[src/rtl/mem_pkg.sv]
// Shared types and constants for the memory stage: FSM state encoding and byte-lane geometry.
package mem_pkg;

  typedef enum logic [1:0] {
    IDLE = 2'd0,
    REQ  = 2'd1,
    WAIT = 2'd2,
    RESP = 2'd3
  } mem_state_e;

  localparam int LANE_W = 8;
  localparam int LANES  = 4;

  localparam logic [LANES-1:0] BE_WORD  = 4'b1111;
  localparam logic [LANES-1:0] BE_BYTE0 = 4'b0001;

endpackage

[src/rtl/load_align.sv]
// Byte-lane steering for the data-memory port: byte enables, store replication and
// zero-extended byte extraction from load data. Purely combinational.
module load_align
  import mem_pkg::*;
(
  input  logic                       word,
  input  logic [1:0]                 addr_lo,
  input  logic [LANES*LANE_W-1:0]    store_data,
  input  logic [LANES*LANE_W-1:0]    load_raw,
  output logic [LANES-1:0]           be,
  output logic [LANES*LANE_W-1:0]    wdata,
  output logic [LANES*LANE_W-1:0]    load_data
);

  always_comb begin
    be        = BE_WORD;
    wdata     = store_data;
    load_data = load_raw;
    if (!word) begin
      be        = BE_BYTE0 << addr_lo;
      wdata     = {LANES{store_data[LANE_W-1:0]}};
      load_data = {{(LANES*LANE_W-LANE_W){1'b0}}, load_raw[addr_lo*LANE_W +: LANE_W]};
    end
  end

endmodule

[src/rtl/mem_access.sv]
// Memory stage: one load/store per instruction over a valid/ready data port, results to MEM/WB.
// Optional MEM_MISALIGN_EXC_EN turns misaligned word accesses into exceptions instead of requests.
module mem_access
  import mem_pkg::*;
#(
  parameter int ADDR_W = 32,
  parameter int DATA_W = 32
) (
  input  logic              clock,
  input  logic              reset_n,
  input  logic              in_memRead,
  input  logic              in_memWrite,
  input  logic              in_word,
  input  logic              in_memToReg,
  input  logic              in_regWrite,
  input  logic [ADDR_W-1:0] in_result,
  input  logic [DATA_W-1:0] in_readData2,
  input  logic [4:0]        in_rd,
  input  logic              in_exception,
  input  logic [ADDR_W-1:0] in_faulty_address,
  input  logic [ADDR_W-1:0] in_pc,
  output logic              dmem_req_valid,
  input  logic              dmem_req_ready,
  output logic              dmem_req_write,
  output logic [ADDR_W-1:0] dmem_req_addr,
  output logic [3:0]        dmem_req_be,
  output logic [DATA_W-1:0] dmem_req_wdata,
  input  logic              dmem_rsp_valid,
  input  logic [DATA_W-1:0] dmem_rsp_rdata,
  output logic              stall_at_memory,
  output logic              wb_regWrite,
  output logic              wb_memToReg,
  output logic [4:0]        wb_rd,
  output logic [ADDR_W-1:0] wb_aluResult,
  output logic [DATA_W-1:0] wb_loadData,
  output logic              wb_exception,
  output logic [ADDR_W-1:0] wb_faulty_address,
  output logic [ADDR_W-1:0] wb_pc
);

  mem_state_e state, state_next;

  logic              cap_write;
  logic              cap_word;
  logic              cap_mem_to_reg;
  logic              cap_reg_write;
  logic [4:0]        cap_rd;
  logic [ADDR_W-1:0] cap_addr;
  logic [DATA_W-1:0] cap_store;
  logic [ADDR_W-1:0] cap_pc;

  logic              misalign;
  logic              mem_op;
  logic [DATA_W-1:0] load_data;

`ifdef MEM_MISALIGN_EXC_EN
  assign misalign = in_word & (in_memRead | in_memWrite) & ~in_exception
                  & (in_result[1:0] != 2'b00);
`else
  assign misalign = 1'b0;
`endif

  assign mem_op = (in_memRead | in_memWrite) & ~in_exception & ~misalign;

  load_align u_load_align (
    .word       (cap_word),
    .addr_lo    (cap_addr[1:0]),
    .store_data (cap_store),
    .load_raw   (dmem_rsp_rdata),
    .be         (dmem_req_be),
    .wdata      (dmem_req_wdata),
    .load_data  (load_data)
  );

  assign dmem_req_write = cap_write;
  assign dmem_req_addr  = {cap_addr[ADDR_W-1:2], 2'b00};

  always_ff @(posedge clock) begin
    if (!reset_n) state <= IDLE;
    else          state <= state_next;
  end

  always_comb begin
    state_next      = state;
    dmem_req_valid  = 1'b0;
    stall_at_memory = 1'b0;
    case (state)
      IDLE: if (mem_op) begin
        stall_at_memory = 1'b1;
        state_next      = REQ;
      end
      REQ: begin
        dmem_req_valid  = 1'b1;
        stall_at_memory = 1'b1;
        if (dmem_req_ready) state_next = WAIT;
      end
      WAIT: begin
        stall_at_memory = 1'b1;
        if (dmem_rsp_valid) state_next = RESP;
      end
      RESP:    state_next = IDLE;
      default: state_next = IDLE;
    endcase
  end

  // Captured fields stay frozen from IDLE through RESP so the request is stable while stalled.
  always_ff @(posedge clock) begin
    if (!reset_n) begin
      cap_write      <= 1'b0;
      cap_word       <= 1'b0;
      cap_mem_to_reg <= 1'b0;
      cap_reg_write  <= 1'b0;
      cap_rd         <= '0;
      cap_addr       <= '0;
      cap_store      <= '0;
      cap_pc         <= '0;
    end else if (state == IDLE && mem_op) begin
      cap_write      <= in_memWrite;
      cap_word       <= in_word;
      cap_mem_to_reg <= in_memToReg;
      cap_reg_write  <= in_regWrite;
      cap_rd         <= in_rd;
      cap_addr       <= in_result;
      cap_store      <= in_readData2;
      cap_pc         <= in_pc;
    end
  end

  // wb_* defaults to a bubble every cycle; only a non-memory IDLE cycle or a response fills it.
  always_ff @(posedge clock) begin
    if (!reset_n) begin
      wb_regWrite       <= 1'b0;
      wb_memToReg       <= 1'b0;
      wb_rd             <= '0;
      wb_aluResult      <= '0;
      wb_loadData       <= '0;
      wb_exception      <= 1'b0;
      wb_faulty_address <= '0;
      wb_pc             <= '0;
    end else begin
      wb_regWrite       <= 1'b0;
      wb_memToReg       <= 1'b0;
      wb_rd             <= '0;
      wb_aluResult      <= '0;
      wb_loadData       <= '0;
      wb_exception      <= 1'b0;
      wb_faulty_address <= '0;
      wb_pc             <= '0;
      if (state == IDLE && !mem_op) begin
        wb_regWrite       <= in_regWrite & ~in_exception & ~misalign;
        wb_memToReg       <= in_memToReg;
        wb_rd             <= in_rd;
        wb_aluResult      <= in_result;
        wb_exception      <= in_exception | misalign;
        wb_faulty_address <= misalign ? in_result : in_faulty_address;
        wb_pc             <= in_pc;
      end else if (state == WAIT && dmem_rsp_valid) begin
        wb_regWrite  <= cap_reg_write;
        wb_memToReg  <= cap_mem_to_reg;
        wb_rd        <= cap_rd;
        wb_aluResult <= cap_addr;
        wb_loadData  <= cap_write ? '0 : load_data;
        wb_pc        <= cap_pc;
      end
    end
  end

endmodule

[config.mk]
export PLATFORM = sky130hd
export DESIGN_NAME = mem_access
export DESIGN_NICKNAME = d
export VERILOG_FILES = /design/src/rtl/mem_pkg.sv /design/src/rtl/load_align.sv /design/src/rtl/mem_access.sv
export SDC_FILE = /design/constraint.sdc
export NUM_CORES = 1
export LEC_CHECK = 0
export BUFFER_PORTS_ARGS = -buffer_cell sky130_fd_sc_hd__buf_2
export CAP_MARGIN = 10
export CORE_MARGIN = 2
export CORE_UTILIZATION = 45
export CTS_BUF_LIST = sky130_fd_sc_hd__clkbuf_8
export CTS_CLUSTER_DIAMETER = 200
export CTS_CLUSTER_SIZE = 24
export DETAILED_ROUTE_END_ITERATION = 8
export PLACE_DENSITY = 0.75
export SLEW_MARGIN = 5
export SYNTH_ARGS = -nofsm -noshare
export SYNTH_HDL_FRONTEND = slang
export SYNTH_SLANG_ARGS = --single-unit
export TNS_END_PERCENT = 20
[constraint.sdc]
create_clock -name clock -period 2.05 [get_ports clock]
set_input_delay 0.205 -clock clock [delete_from_list [all_inputs] [get_ports clock]]
set_output_delay 0.205 -clock clock [all_outputs]
set_load 0.02 [all_outputs]
==> flow_summary.toml <==
[die]
die_w_um = 149
io-pin-count = 382
core_um2 = 20800
die_area_um2 = 22300
rows = 53
chipHeight_um = 149
start_util = 0.456

[worst_setup_path]
rr_worst_depth = 6
critPathCaptureType = "primary output"
path_buf_inv = 3
start_kind = "input pin"
cp_max_fo = 16
cp.arrival_ns = 1.75
required_ns = 1.85
worstSetupPathType = "input pin to primary output"
crit_chain = "dlygate4sd3_1 > buf_2 > o21ba_4 > a21oi_1 > nor2_1 > buf_2"
path_delay_family = "buffers and inverters"
cp_common_cell = "buf_2"
cp_slowest_stage_delay_ns = 0.53
cp.depth = 6
cp_slowest_cell = "dlygate4sd3_1"

[final_layout]
final_nets = 1739
ff_latch_area_um2 = 4870
antenna_cells = 0
drive_gt1_frac = 0.283
nFillCells = 1666
multi_input_comb_area_um2 = 3830
fin_cells = 1834
area_delta_synth_final_pct = 39.8

[routing]
first_pass_iters = 5
vias_per_cell = 5.46
ant_nets = 0
drc = 0
wire_per_inst_um = 17.8
drt_first_iter_violations = 688
vias = 10014
wirelength_um = 32600

[power]
powerDensity_nw_per_um2 = 926
p_leak_nw = 6.03
ir_worst_vdd_uv = 689

[clock_network]
clock-sinks = 243
clk_latency_ns = 0.53
clkSlewWorstSetupHoldPaths_ns = 0.14
cts_max_path_buffers = 3
post_cts_buffers = 0
cts_tree = "yes"
cts_buffers = 14
htreeDepth = 1
cts-root-buf = "clkbuf_8"

[grt]
grt_antenna_before_repair = 0
grt_max_degree = 102
overflow = 0
grt.total_usage = 0.273
grt_pass1_vias = 9446
grt_pass1_wl_um = 49400

[run]
drv_cap = 0

[sta]
worstMarginPinSlew_ns = 0.664
hold_violations = 0
clock.fmax_ghz = 0.511
setup_viol = 0
post-route-min-period_ns = 1.96
setup_tns_ns = 0
skew_ns = 0.0313
rsz0062_at_grt = "false"
maxSlewViolCount = 0
relSlewSlack = 0.558
timing.final.crit_share = 0.954

[hold_path]
hold_class = "input pin to flop"
min_path_cells = 4

[place]
port-buffer-count = 379
globalplace.congestion = 0.883
hpwl_um = 19000
place_inst = 1645

[logic_synthesis]
syn-instance-count = 1114
syn_area_per_cell_um2 = 8.51
yosysWarnings = 0
ys_ff_latch = 243
yosysUniqueCellTypes = 31
synth_area_um2 = 9490
ys_seq_area_frac = 0.513

[status]
outcome = "finished clean"
## stage by stage
step | hold WS [ns] | setup WS (ns) | total power (W) | util | area (µm²)
CTS | 0.0910 | -0.0144 | 0.0122 | 0.636 | 13300
floorplan | 0.327 | 0.203 | 0.00845 | - | 9490
global placement | 0.426 | 0.328 | 0.00972 | 0.542 | 11300
finish | 0.108 | 0.0938 | 0.0123 | 0.637 | 13300
detailed placement | 0.425 | 0.275 | 0.00980 | 0.542 | 11300
global route | 0.101 | 0.0347 | 0.0129 | 0.637 | 13300
## cells by family after synthesis
family	after synthesis	synth area share
other	1	0.000395
flip-flops	243	0.513
adder cells (fa/ha/maj)	5	0.00660
multiplexers	9	0.00950
AND/OR/NAND/NOR	305	0.151
buffers and inverters	163	0.0865
AO/OA/AOI/OAI	388	0.233
## per-layer routing
layer | GRT usage | vias up | wire length [µm]
met1 | 0.333 | 4659 | 12600
met2 | 0.465 | 560 | 15900
met5 | 0 | - | 0
met3 | 0.0590 | 88 | 2790
li1 | - | 4707 | -
met4 | 0.115 | 0 | 1290
## cell usage after synthesis (all sizes together)
master,instances,area share
a211o,9,0.0083
o211a,1,0.0011
a2111oi,1,0.0029
clkbuf,81,0.032
dfxtp,243,0.51
mux2i,9,0.0095
and2,24,0.016
nand3b,1,0.00079
buf,74,0.051
a221oi,1,0.00092
ha,5,0.0066
conb,1,0.00040
clkinv,1,0.00040
nor2,2,0.0011
inv,7,0.0028
o211ai,71,0.056
a2111o,1,0.0012
nand3,106,0.056
nor2b,1,0.00066
nand2,137,0.054
a21oi,122,0.064
o21ba,1,0.0011
o21ai,179,0.094
o21bai,2,0.0028
and3,34,0.022
## final cells by class
class / instances / share of cell area
clock buffer: 15 / 0.0156
tap: 275 / 0.0259
inverter: 8 / 0.00283
timing repair buffer: 583 / 0.298
clock inverter: 1 / 0.00226
sequential: 243 / 0.367
multi-input combinational: 709 / 0.289
## report_power, final
part           total, W  switching (W)  internal [W]
clock network   0.00219        0.00150      0.000699
logic           0.00453        0.00308       0.00144
registers       0.00556       0.000275       0.00529
total            0.0123        0.00485       0.00743
## tightest hold or removal path, stage by stage
cell	delay (ns)
buf_2	0.12
inv_1	0.05
a221oi_1	0.11
mux2i_1	0.13
## final timing paths
path | start | to | slack, ns
worst min register to register | cap_mem_to_reg | cap_mem_to_reg | 0.49
worst max-delay path | in_exception | stall_at_memory | 0.09
worst max register to register | state[1] | cap_pc[11] | 0.20
worst min-delay path | dmem_rsp_valid | state[1] | 0.11
## cell usage in the layout (no fill, tap or decap), drive strengths merged, types with 15 or more instances in the layout
cell         instances
buf                410
a21oi              122
dlygate4sd3        173
and2                24
dfxtp              243
clkbuf              15
nand2              137
o211ai              71
and3                34
nand3              106
o21ai              179
## timing repair
| item | CTS | global route |
|---|---|---|
| endpoints found under the setup margin | 1 | 8 |
| hold buffers | 173 | 0 |
| gates resized for setup | 2 | 6 |
| pin swaps | 0 | 1 |
| hold endpoints to repair | 243 | 0 |
(Power assumes the default switching activity.)
